$ cat config.mk
export PLATFORM = sky130hd
export DESIGN_NAME = inst_encoder
export DESIGN_NICKNAME = d
export VERILOG_FILES = /design/src/rtl/cpu_pkg.sv /design/src/rtl/inst_pack.sv /design/src/rtl/inst_encoder.sv
export SDC_FILE = /design/constraint.sdc
export NUM_CORES = 1
export LEC_CHECK = 0
export BUFFER_PORTS_ARGS = -buffer_cell sky130_fd_sc_hd__buf_2
export CORE_ASPECT_RATIO = 1.2
export CORE_MARGIN = 2
export CORE_UTILIZATION = 52
export CTS_BUF_LIST = sky130_fd_sc_hd__clkbuf_8
export CTS_CLUSTER_DIAMETER = 150
export DETAILED_ROUTE_END_ITERATION = 6
export PLACE_DENSITY = 0.87
export RECOVER_POWER = 100
export SETUP_SLACK_MARGIN = 0.02
export SYNTH_ARGS = -nofsm -noshare
export SYNTH_HDL_FRONTEND = slang
export SYNTH_SLANG_ARGS = --single-unit
$ cat constraint.sdc
create_clock -name clk -period 6.8 [get_ports clk]
set_input_delay 1.36 -clock clk [delete_from_list [all_inputs] [get_ports clk]]
set_output_delay 1.36 -clock clk [all_outputs]
set_load 0.01 [all_outputs]
$ cat src/rtl/cpu_pkg.sv
// Shared RV32 encoding constants, format classification and the encoder request bundle.
// Used by both the instruction encoder and the decoder.
package cpu_pkg;

  localparam logic [6:0] OP_R     = 7'h33;
  localparam logic [6:0] OP_I     = 7'h13;
  localparam logic [6:0] OP_L     = 7'h03;
  localparam logic [6:0] OP_S     = 7'h23;
  localparam logic [6:0] OP_B     = 7'h63;
  localparam logic [6:0] OP_J     = 7'h6F;
  localparam logic [6:0] OP_JALR  = 7'h67;
  localparam logic [6:0] OP_LUI   = 7'h37;
  localparam logic [6:0] OP_AUIPC = 7'h17;
  localparam logic [6:0] OP_SYS   = 7'h73;

  localparam logic [31:0] NOP = 32'h0000_0013;

  typedef enum logic [2:0] {
    FMT_R, FMT_I, FMT_S, FMT_B, FMT_U, FMT_J, FMT_BAD
  } fmt_e;

  typedef struct packed {
    logic [6:0]  opcode;
    logic [4:0]  rd;
    logic [4:0]  rs1;
    logic [4:0]  rs2;
    logic [2:0]  funct3;
    logic [6:0]  funct7;
    logic [31:0] imm;
  } inst_req_t;

  function automatic fmt_e opcode_fmt(input logic [6:0] op);
    fmt_e f;
    case (op)
      OP_R:                          f = FMT_R;
      OP_I, OP_L, OP_JALR, OP_SYS:   f = FMT_I;
      OP_S:                          f = FMT_S;
      OP_B:                          f = FMT_B;
      OP_LUI, OP_AUIPC:              f = FMT_U;
      OP_J:                          f = FMT_J;
      default:                       f = FMT_BAD;
    endcase
    return f;
  endfunction

endpackage

$ cat src/rtl/inst_pack.sv
// Combinational field packing for RV32 base formats; bad opcodes become NOP with err.
// Define INST_ENCODER_RANGE_CHECK_EN to also reject immediates that do not fit the format.
module inst_pack
  import cpu_pkg::*;
(
  input  inst_req_t   req,
  output logic [31:0] inst,
  output logic        err
);

  fmt_e        fmt;
  logic [31:0] enc;
  logic        range_bad;

  assign fmt = opcode_fmt(req.opcode);

  always_comb begin
    enc = '0;
    case (fmt)
      FMT_R: enc = {req.funct7, req.rs2, req.rs1, req.funct3, req.rd, req.opcode};
      FMT_I: enc = {req.imm[11:0], req.rs1, req.funct3, req.rd, req.opcode};
      FMT_S: enc = {req.imm[11:5], req.rs2, req.rs1, req.funct3, req.imm[4:0], req.opcode};
      FMT_B: enc = {req.imm[12], req.imm[10:5], req.rs2, req.rs1, req.funct3,
                    req.imm[4:1], req.imm[11], req.opcode};
      FMT_U: enc = {req.imm[31:12], req.rd, req.opcode};
      FMT_J: enc = {req.imm[20], req.imm[10:1], req.imm[11], req.imm[19:12],
                    req.rd, req.opcode};
      default: enc = '0;
    endcase
  end

`ifdef INST_ENCODER_RANGE_CHECK_EN
  // Upper bits must be a pure sign extension of the encodable field.
  always_comb begin
    range_bad = 1'b0;
    case (fmt)
      FMT_I, FMT_S: range_bad = !((&req.imm[31:11]) | ~(|req.imm[31:11]));
      FMT_B:        range_bad = !((&req.imm[31:12]) | ~(|req.imm[31:12])) | req.imm[0];
      FMT_J:        range_bad = !((&req.imm[31:20]) | ~(|req.imm[31:20])) | req.imm[0];
      FMT_U:        range_bad = |req.imm[11:0];
      default:      range_bad = 1'b0;
    endcase
  end
`else
  logic imm0_unused;
  assign imm0_unused = req.imm[0];
  assign range_bad   = 1'b0;
`endif

  assign err  = (fmt == FMT_BAD) | range_bad;
  assign inst = err ? NOP : enc;

endmodule

$ cat src/rtl/inst_encoder.sv
// Instruction encoder: one-deep valid/ready output register around inst_pack plus a
// delivered-instruction counter. Range checking is enabled by INST_ENCODER_RANGE_CHECK_EN.
module inst_encoder
  import cpu_pkg::*;
#(
  parameter int CNT_W = 16
) (
  input  logic             clk,
  input  logic             rst,
  input  logic             in_valid,
  output logic             in_ready,
  input  logic [6:0]       opcode,
  input  logic [4:0]       rd,
  input  logic [4:0]       rs1,
  input  logic [4:0]       rs2,
  input  logic [2:0]       funct3,
  input  logic [6:0]       funct7,
  input  logic [31:0]      imm,
  output logic             out_valid,
  input  logic             out_ready,
  output logic [31:0]      inst,
  output logic             err,
  output logic [CNT_W-1:0] inst_count
);

  inst_req_t   req;
  logic [31:0] pack_inst;
  logic        pack_err;
  logic        accept;
  logic        deliver;

  assign req = '{opcode: opcode, rd: rd, rs1: rs1, rs2: rs2,
                 funct3: funct3, funct7: funct7, imm: imm};

  inst_pack u_pack (
    .req  (req),
    .inst (pack_inst),
    .err  (pack_err)
  );

  // Gated by rst so nothing is accepted while reset is held.
  assign in_ready = rst & (~out_valid | out_ready);
  assign accept   = in_valid & in_ready;
  assign deliver  = out_valid & out_ready;

  always_ff @(posedge clk) begin
    if (!rst) begin
      out_valid  <= 1'b0;
      inst       <= '0;
      err        <= 1'b0;
      inst_count <= '0;
    end else begin
      if (deliver) inst_count <= inst_count + 1'b1;
      if (accept) begin
        out_valid <= 1'b1;
        inst      <= pack_inst;
        err       <= pack_err;
      end else if (deliver) begin
        out_valid <= 1'b0;
      end
    end
  end

endmodule

* After elaboration in Yosys (flattened, before gate mapping)
Index checks and enable logic that the tools add are counted.
** Storage, ports and cells
- Register bits after elaboration :: 50
- Input port bits :: 68
- Output and inout port bits :: 51
- Word-level logic and storage cells :: 35
** Operators by class
- $add $sub $neg :: 1
- Equality and inequality tests :: 16
- Multiplexer cells :: 5
- Bitwise gates (word level) :: 5
- Reductions and logical operators :: 4
** Operators with widths (count)
- one-hot mux 32 bit (6 select lines) :: 1
- two-way mux 32 bit :: 1
- equality test 7 bit, second input constant :: 4
- equality test 7 x 6 -> 1 bit, second input constant :: 3
- one-hot mux 3 bit (6 select lines) :: 1
- adder 16 x 1 -> 16 bit, second input constant :: 1
- equality test 7 x 5 -> 1 bit, second input constant :: 2
- equality test 3 bit, second input constant :: 3
- equality test 7 x 2 -> 1 bit, second input constant :: 1
- equality test 3 x 2 -> 1 bit, second input constant :: 2
- OR reduction 4 bit :: 1
- AND 1 bit :: 3
- equality test 3 x 1 -> 1 bit, second input constant :: 1
- zero test 3 bit :: 1
- two-way mux 1 bit :: 2
- nonzero test 2 bit :: 1
- OR reduction 2 bit :: 1
- inverter 1 bit :: 1
- OR 1 bit :: 1

* Longest topological paths before layout
Gate-level depths: netlist (run 1).
- Depth after elaboration :: 6
- Gate-level depth with buffers :: 11
- Gate-level depth less buffers :: 9

* By module
Synthesis (run 1) repeated with hierarchy kept, for this count alone.
** Second synthesis, totals
- Cells, all modules :: 374
- Area total of the unflattened synthesis :: 2820.2 µm²
** By module, submodules not included
- inst_encoder :: times used 1, cells each 234, area each 1890.6 µm², seq. area each 1001.0 µm²
- inst_pack :: times used 1, cells each 140, area each 929.6 µm², seq. area each 0.0 µm²

* Least setup slack after synthesis (run 1)
Ideal clock, no wire load.
- Path kind :: input to register
- Start point :: in opcode[3]
- End point :: reg inst[6]
- Setup time :: 70 ps
- Data arrival time :: 3527 ps
- Required time :: 6730 ps
- Slack :: 3202 ps
- Cell stages on the path :: 11
- Buffers on the path :: 3
- Path through :: buf_6 > or3b_4 > a21oi_4 > inv_2 > buf_2 > ha_1 > o21ai_1 > o21ai_1 > buf_2 > or4_1 > a21oi_1
** On the way
- Cells in the longest elaborated chain, start to end :: 6
- Elaborated cells on any way between the ends :: 22
- Classes of those cells :: eq/ne (16); mux (3); reduce/logical (3)
** Ends and longest elaborated chain
- from (decl) :: line inst_encoder.sv:12 : input logic [6:0] opcode,
- equality test 7 x 5 -> 1 bit, or another cell as far along :: line cpu_pkg.sv:34 : case (op)
- OR reduction 4 bit or OR reduction 2 bit (tied branches) :: line cpu_pkg.sv:34
- one-hot mux 3 bit (6 select lines) (*) :: line cpu_pkg.sv:34
- equality test 3 bit, or another cell as far along :: line inst_pack.sv:19 : case (fmt)
- one-hot mux 32 bit (6 select lines) :: line inst_pack.sv:19
- two-way mux 32 bit (*) :: line inst_pack.sv:51 : assign inst = err ? NOP : enc;
- to (signal assigned) :: line inst_encoder.sv:56 : inst <= pack_inst;
- to (decl) :: line inst_encoder.sv:21 : output logic [31:0] inst,
Every way passes the cells marked *; elsewhere a longest branch is shown, timed or not.
A chain may end at the register's enable or synchronous reset.

* Final worst setup path (run 1)
- Start point :: in opcode[5]
- End point :: reg inst[24]
The elaborated chain is that of the path after synthesis.

==> impl_metrics.ini, run 1 <==
[placement]
numPortBuffers = 118
gp_congestion = 0.874
dpl-instance-area_um2 = 3190
dp_hpwl_um = 5360

[logic_synthesis]
synth_top_area_cell = dfxtp_1
ys_ff_latch = 50
synth_mux_area_share_pct = 2.67
netlist_instances = 313
synthFlopType = dfxtp_1
async_reset_ff_share_pct = 0
synth_compound_area_share_pct = 25.1
ys_seq_area_share_pct = 38.1
synth-simple-area-share_pct = 23.4
syn_avg_cell_area_um2 = 8.38
synth_top_family_by_area = compound AO/OA/AOI/OAI gates
synthAdderAreaFrac_pct = 0.954
synth_cell_types = 53
synth_top_area_share_pct = 38.1
synth_area_leaders = dfxtp_1, nand2_1, a21oi_1
yosysWarnings = 0
synth-edff-count = 0
synth_xor_area_share_pct = 4.67
synth_area_um2 = 2620
syn_nets = 383

[power_and_ir_drop]
p_leak_nw = 1.26
ir_drop_mv = 0.118
p_per_area_nw_per_um2 = 173

[clock_tree]
cts.path.max_buffers = 2
post_cts_resized = 0
cts_buffers = 5
post_cts_buffers = 0
clk_pin_slew_worst_paths_ns = 0.10
cts.htree.levels = 2
insertion_delay_ns = 0.33
root_buffer = clkbuf_8
holdBufCountCts = 0
cts_sinks = 50
cts_tree = yes

[sta]
period_minus_slack_ns = 4.57
tightest_slew_ns = 1.05
clock_skew_ns = 0.0156
drv_slew = 0
fin_crit_sh_pct = 67.2
setup_viol_count_final = 0
fmax_mhz = 219
rsz0062_at_grt = false
hold_viol = 0
finalSetupTns_ns = 0
relSlewSlack_pct = 29.3

[min_path]
worst_hold_path_type = reg -> reg
hold_depth = 2

[critical_path]
crit_arrival_ns = 4.84
worst-path-max-fanout = 20
reg2reg_depth = 4
path_class = in -> reg
required_ns = 7.07
critPathCaptureType = flop
startpoint_type = primary input

[outcome]
status = finished clean

[layout]
final_layout_size_suffix_gt1_share_pct = 19.5
diodes = 0
postLayoutCellArea_um2 = 3210
layout_commonest_cell = buf_2
layout_common_cells = buf_2, clkbuf_1, dfxtp_1, nand2_1
fillers = 472
area_growth_pct = 22.3
nets = 489

[routing]
ant_nets = 0
wl_per_cell_um = 15.0
vias_per_cell = 5.85
drt_wl_total_um = 7200
drcViolationCount = 0
drt_iter0_drc = 206
vias = 2807
drtPass1Iterations = 4

[global_routing]
grt_pass1_vias = 2404
gr-total-overflow = 0
antenna_found_initial = 0
grt_pass1_wl_um = 10500
grt_max_degree = 24
grt_usage_pct = 24.3

[floorplan]
initial_core_util_pct = 53.5
rows = 28
die_w_um = 68.8
ios = 119
core-area_um2 = 4900
die_area_um2 = 5630
die_y_um = 81.8

[flow_run]
cap_viol_max_count = 0
state kept, by name (all words and copies together) (netlist names):
register    count
inst_count     16
err             1
inst           32
out_valid       1
Yosys cell counts (2+ instances only):
library cell,count
buf_6,2
xnor2_1,6
nand2b_1,2
and2_1,6
clkbuf_1,7
a31oi_1,2
a22o_1,4
o21ai_0,20
a211oi_1,8
a21oi_4,2
or3_1,6
a21oi_1,23
o211ai_1,6
nor2_1,20
a221o_1,10
xor2_1,8
inv_1,5
nor2b_1,2
nand4_1,2
and4_1,3
o21ai_1,3
buf_4,2
ha_1,2
nor3_1,2
nand2_1,36
dfxtp_1,50
mux2i_1,7
a31o_2,2
nor4_1,4
buf_2,8
and3_1,10
nand4b_1,2
nand3_1,21
layout make-up:
cell class | count | area (um^2) | share of cell area, %
inverter | 6 | 22.5 | 0.702
tap | 60 | 75.1 | 2.34
multi-input combinational | 237 | 1490 | 46.3
sequential | 50 | 1000 | 31.2
timing repair buffer | 119 | 532 | 16.6
clock inverter | 3 | 23.8 | 0.741
clock buffer | 5 | 68.8 | 2.14
logic make-up after synthesis:
| family | Yosys count |
|---|---|
| XOR/XNOR | 14 |
| flip-flops | 50 |
| buffers and inverters | 26 |
| AND/OR/NAND/NOR | 121 |
| multiplexers | 7 |
| adder cells (fa/ha/maj) | 2 |
| AO/OA/AOI/OAI | 93 |
worst paths after layout:
path / start / to / slack (ns)
setup / recovery: opcode[5] / inst[24] / 2.23
setup reg to reg: out_valid / inst[24] / 4.74
hold reg to reg: inst[3] / inst[3] / 0.46
hold / removal: inst[3] / inst[3] / 0.46
stage by stage:
| step | util (%) | worst slack [ns] | std cells | total power [mW] | hold WS [ns] |
|---|---|---|---|---|---|
| floorplan | - | 3.20 | 313 | 0.346 | 0.473 |
| global placement | 65.0 | 2.55 | 472 | 0.376 | 0.430 |
| detailed placement | 65.0 | 2.36 | 472 | 0.377 | 0.440 |
| CTS | 66.9 | 2.66 | 480 | 0.558 | 0.461 |
| global route | 65.4 | 1.92 | 480 | 0.573 | 0.487 |
| finish | 65.4 | 2.23 | 480 | 0.554 | 0.461 |
critical path, cell delays in order:
cell and delay (ns):
clkbuf_1 0.39, nor2b_1 0.32, nand3_1 0.64, ha_1 0.50, o21ai_0 0.14, o21ai_0 0.43
nor4b_1 0.79, a221o_1 0.26
layer usage:
layer	global-route usage, %	vias to the layer above	part of all wire [%]
met2	40.3	110	49
met5	0	-	0
met4	11.8	0	2.3
met3	4.66	13	7.1
met1	29.9	1306	42
li1	-	1378	-
power by group:
| part | switching, mW | total (mW) | internal, mW |
|---|---|---|---|
| registers | 0.00321 | 0.300 | 0.297 |
| logic | 0.0409 | 0.0695 | 0.0286 |
| clock network | 0.110 | 0.184 | 0.0738 |
| total | 0.154 | 0.554 | 0.400 |
No activity file was read; power rests on OpenSTA's default activity.
==> inputs of run 2 (changes only) <==
--- a/config.mk
+++ b/config.mk
@@ -5,14 +5,15 @@
 export SDC_FILE = /design/constraint.sdc
 export NUM_CORES = 1
 export LEC_CHECK = 0
+export ABC_AREA = 1
 export BUFFER_PORTS_ARGS = -buffer_cell sky130_fd_sc_hd__buf_2
 export CORE_ASPECT_RATIO = 1.2
 export CORE_MARGIN = 2
-export CORE_UTILIZATION = 52
+export CORE_UTILIZATION = 49
 export CTS_BUF_LIST = sky130_fd_sc_hd__clkbuf_8
 export CTS_CLUSTER_DIAMETER = 150
 export DETAILED_ROUTE_END_ITERATION = 6
-export PLACE_DENSITY = 0.87
+export PLACE_DENSITY = 0.83
 export RECOVER_POWER = 100
 export SETUP_SLACK_MARGIN = 0.02
 export SYNTH_ARGS = -nofsm -noshare
==> constraint.sdc (replaced) <==
create_clock -name clk -period 4.5 [get_ports clk]
set_input_delay 0.9 -clock clk [delete_from_list [all_inputs] [get_ports clk]]
set_output_delay 0.9 -clock clk [all_outputs]
set_load 0.01 [all_outputs]
==> impl_metrics.ini, run 2 <==
[min_path]
worst_hold_path_type = reg -> reg

[layout]
largest_register = inst
diodes = 0
top_regs = inst: 32 flops, inst_count: 16 flops
final_layout_size_suffix_gt1_share_pct = 20.5
layout_common_cells = nand2_1, buf_2, clkbuf_1, dfxtp_1, nand3_1
postLayoutCellArea_um2 = 3300
area_growth_pct = 24.0
nets = 576
layout_commonest_cell = nand2_1
largest_reg_flops = 32

[logic_synthesis]
synth_common_cells = nand2_1, dfxtp_1, nand3_1, a21oi_1, inv_1
yosysMostFrequentCell = nand2_1
async_reset_ff_share_pct = 0
ys_seq_area_share_pct = 37.6
ys_ff_latch = 50
synth-edff-count = 0
synth_cell_types = 30
synth_top_area_cell = dfxtp_1
synth_area_um2 = 2660
syn_avg_cell_area_um2 = 6.81
yosysWarnings = 0
syn_nets = 461
netlist_instances = 391
synth_top_area_share_pct = 37.6
synth_area_leaders = dfxtp_1, nand2_1, nand3_1
synthFlopType = dfxtp_1

[clock_tree]
cts.htree.levels = 2
post_cts_resized = 0
cts_tree = yes
cts_buffers = 5
post_cts_buffers = 0
insertion_delay_ns = 0.31
cts.path.max_buffers = 2
clk_pin_slew_worst_paths_ns = 0.08
holdBufCountCts = 0
root_buffer = clkbuf_8
cts_sinks = 50

[sta]
tightest_slew_ns = 1.33
fmax_mhz = 267
whs_ns = 0.468
finalSetupTns_ns = 0
rsz0062_at_grt = false
hold_viol = 0
fin_ws_ns = 0.756
setup_viol_count_final = 0
clock_skew_ns = 0.0108
relSlewSlack_pct = 11.5
period_minus_slack_ns = 3.74
fin_crit_sh_pct = 83.2
drv_slew = 0

[power_and_ir_drop]
p_leak_nw = 1.38
pwr-share-comb_pct = 11.2
power_frac_clock_pct = 36.3
netSwitchingFraction_pct = 24.5
p_sw_mw = 0.211
p_per_area_nw_per_um2 = 261
p_int_mw = 0.649
p_seq_share_pct = 52.5
ir_drop_mv = 0.163

[critical_path]
critPathCaptureType = flop
rrSetupSlack_ns = 2.42
worst-path-max-fanout = 36
crit_end = inst[10]
r2r-end = inst[10]
reg2reg_depth = 7
required_ns = 4.72
critPathLaunch = rst
r2r-start = out_valid
startpoint_type = primary input
crit_arrival_ns = 3.96
path_class = in -> reg

[routing]
drt_iter0_drc = 101
vias = 2961
drtPass1Iterations = 4
vias_per_cell = 5.20
wl_per_cell_um = 12.7
drt_wl_total_um = 7220
drcViolationCount = 0
ant_nets = 0

[global_routing]
grt_usage_pct = 23.7
grt_pass1_vias = 2816
gr-total-overflow = 0
grt_pass1_wl_um = 11700
grt_max_degree = 37
antenna_found_initial = 0

[placement]
dp_hpwl_um = 5440
dpl-instance-area_um2 = 3290
numPortBuffers = 118
gp_congestion = 0.864
place_ws_ns = 0.721

[floorplan]
ios = 119
rows = 29
die_area_um2 = 6040
die_y_um = 84.8
initial_core_util_pct = 50.6
core-area_um2 = 5260
die_w_um = 71.3

[outcome]
status = finished clean

[flow_run]
cap_viol_max_count = 0
## run 2: per-stage QoR
step                      total power [mW]  std cells  util, %
after global routing                 0.896        569     62.7
after CTS                            0.868        569     64.6
after detailed placement             0.562        561     62.6
after global placement               0.560        561     62.6
after floorplan                      0.511        391        -
final                                0.861        569     62.7
## run 2: critical path: stages
cell      delay [ns]
clkbuf_1        0.46
inv_1           0.74
a21oi_1         0.41
nand2_1         0.08
clkbuf_2        0.46
nor3_1          0.32
buf_4           0.33
nand2_1         0.12
a21oi_1         0.14
## run 2: final cells by class
class,count,area [um^2]
clock buffer,5,68.8
clock inverter,3,40.0
fill,525,1960
inverter,33,126
multi-input combinational,294,1430
sequential,50,1000
tap,62,77.6
timing repair buffer,122,553
## run 2: power groups by stage
| stage | combinational, mW | sequential (mW) | clock (mW) |
|---|---|---|---|
| 4_1_cts | 0.100 | 0.451 | 0.316 |
| 3_3_place_gp | 0.0987 | 0.461 | 0 |
| 6_report | 0.0967 | 0.452 | 0.312 |
| 3_5_place_dp | 0.0997 | 0.462 | 0 |
| 5_1_grt | 0.108 | 0.452 | 0.336 |
| 2_1_floorplan | 0.0469 | 0.464 | 0 |
## run 2: layer usage
metal / up-vias / part of all wire (%) / global-route usage [%]
met2: 98 / 52 / 41.7
met3: 10 / 6.8 / 6.00
met1: 1338 / 40 / 27.1
met4: 0 / 1.1 / 9.43
met5: - / 0 / 0
li1: 1515 / - / -
## run 2: logic make-up after synthesis
kind of cell,synth area share (%)
buffers and inverters,7.33
adders and majority gates,0.940
DFF,37.6
xor gates and xnor gates,0.329
and+or+nand+nor,39.2
AOI/OAI and AO/OA,14.6
## run 2: how the worst min path moves through the flow
stage	startpoint	endpoint	cells past startpoint
floorplan	err	err	2
global placement	inst[8]	inst[8]	2
detailed placement	inst[31]	inst[31]	2
CTS	inst[31]	inst[31]	2
global route	inst[24]	inst[24]	2
finish	inst[6]	inst[6]	2
==> inputs of run 3 (changes only) <==
--- a/config.mk
+++ b/config.mk
@@ -5,7 +5,7 @@
 export SDC_FILE = /design/constraint.sdc
 export NUM_CORES = 1
 export LEC_CHECK = 0
-export ABC_AREA = 1
+export ABC_AREA = 0
 export BUFFER_PORTS_ARGS = -buffer_cell sky130_fd_sc_hd__buf_2
 export CORE_ASPECT_RATIO = 1.2
 export CORE_MARGIN = 2
==> constraint.sdc (replaced) <==
create_clock -name clk -period 3.9 [get_ports clk]
set_input_delay 0.78 -clock clk [delete_from_list [all_inputs] [get_ports clk]]
set_output_delay 0.78 -clock clk [all_outputs]
set_load 0.01 [all_outputs]
==> impl_metrics.ini, run 3 (synthesis gave the netlist of run 1 again) <==
[clock_tree]
cts_tree = yes
cts.path.max_buffers = 2
root_buffer = clkbuf_8
post_cts_resized = 0
cts_sinks = 50
cts.htree.levels = 2
clk_pin_slew_worst_paths_ns = 0.09
cts_buffers = 5
post_cts_buffers = 0
insertion_delay_ns = 0.31
holdBufCountCts = 0

[critical_path]
required_ns = 4.15
path_class = in -> reg
critPathCaptureType = flop
crit_arrival_ns = 3.71
worst-path-max-fanout = 17
startpoint_type = primary input

[power_and_ir_drop]
power_frac_clock_pct = 36.2
p_per_area_nw_per_um2 = 312
p_sw_mw = 0.250
pwr-share-comb_pct = 11.9
ir_drop_mv = 0.194
p_int_mw = 0.760
p_leak_nw = 1.29
netSwitchingFraction_pct = 24.7
p_total_mw = 1.01
p_seq_share_pct = 51.9

[routing]
drtPass1Iterations = 4
drcViolationCount = 0
ant_nets = 0
vias = 2788
wl_per_cell_um = 14.8
drt_iter0_drc = 137
drt_wl_total_um = 7160
vias_per_cell = 5.77

[layout]
final_util_pct = 62.0
largest_reg_flops = 32
area_growth_pct = 23.4
top_regs = inst: 32 flops, inst_count: 16 flops
nets = 490
final_layout_size_suffix_gt1_share_pct = 19.7
layout_common_cells = buf_2, clkbuf_1, dfxtp_1, nand2_1, a21oi_1
layout_commonest_cell = buf_2
largest_register = inst
diodes = 0

[sta]
rsz0062_at_grt = false
drv_slew = 0
fin_ws_ns = 0.439
hold_viol = 0
finalSetupTns_ns = 0
relSlewSlack_pct = 51.0
period_minus_slack_ns = 3.46
setup_viol_count_final = 0
fmax_mhz = 289
clock_skew_ns = 0.0163
fin_crit_sh_pct = 88.8
tightest_slew_ns = 0.724

[placement]
numPortBuffers = 118
dp_hpwl_um = 5370
place_ws_ns = 0.177
gp_congestion = 0.876

[global_routing]
gr-total-overflow = 0
grt_pass1_wl_um = 11700
antenna_found_initial = 0
grt_pass1_vias = 2520
grt_max_degree = 24
grt_usage_pct = 23.7

[floorplan]
initial_core_util_pct = 50.2
die_y_um = 84.2
die_area_um2 = 5960
die_w_um = 70.8
rows = 29
ios = 119
core-area_um2 = 5230

[flow_run]
cap_viol_max_count = 0

[min_path]
worst_hold_path_type = reg -> reg

[outcome]
status = finished clean
==> run 3: layer usage <==
layer,global-route usage (%),vias up,wire length [um]
met3,4.20,21,453
met4,10.5,0,233
li1,-,1368,-
met2,37.5,104,3410
met5,0,-,0
met1,31.6,1295,3060
==> run 3: power by group through the flow <==
stage               combinational (mW)  clock (mW)  sequential [mW]
floorplan                       0.0640           0            0.539
global placement                 0.121           0            0.535
detailed placement               0.122           0            0.535
CTS                              0.123       0.377            0.524
global route                     0.134       0.399            0.525
finish                           0.120       0.366            0.524
==> run 3: cell type report <==
| cell class | instances | area [um^2] |
|---|---|---|
| well taps | 62 | 77.6 |
| multi-input cells | 237 | 1480 |
| fillers | 498 | 1990 |
| clock buffers | 5 | 68.8 |
| repair buffers | 120 | 541 |
| flip-flops and latches | 50 | 1000 |
| inverters | 6 | 22.5 |
| clock inverters | 3 | 43.8 |
==> run 3: path summary, 6_finish.rpt <==
kind              startpoint        to  slack [ns]  cells after the start
hold reg to reg      inst[5]   inst[5]        0.46                      2
setup reg to reg   out_valid  inst[24]        1.81                      4
hold / removal       inst[5]   inst[5]        0.46                      2
setup / recovery   opcode[4]  inst[24]        0.44                      9
==> run 3: through the flow <==
stage	cell area, um^2	std cells	hold slack, ns
floorplan	2620	313	0.473
global placement	3200	475	0.431
detailed placement	3200	475	0.443
CTS	3310	483	0.456
global route	3240	483	0.487
finish	3240	483	0.457
==> run 3: critical path, stage by stage <==
cell	delay [ns]
buf_2	0.20
or3b_1	0.41
a21oi_4	0.36
inv_2	0.24
ha_1	0.29
o21ai_0	0.14
o21ai_1	0.30
nor4b_1	0.72
a221o_1	0.26
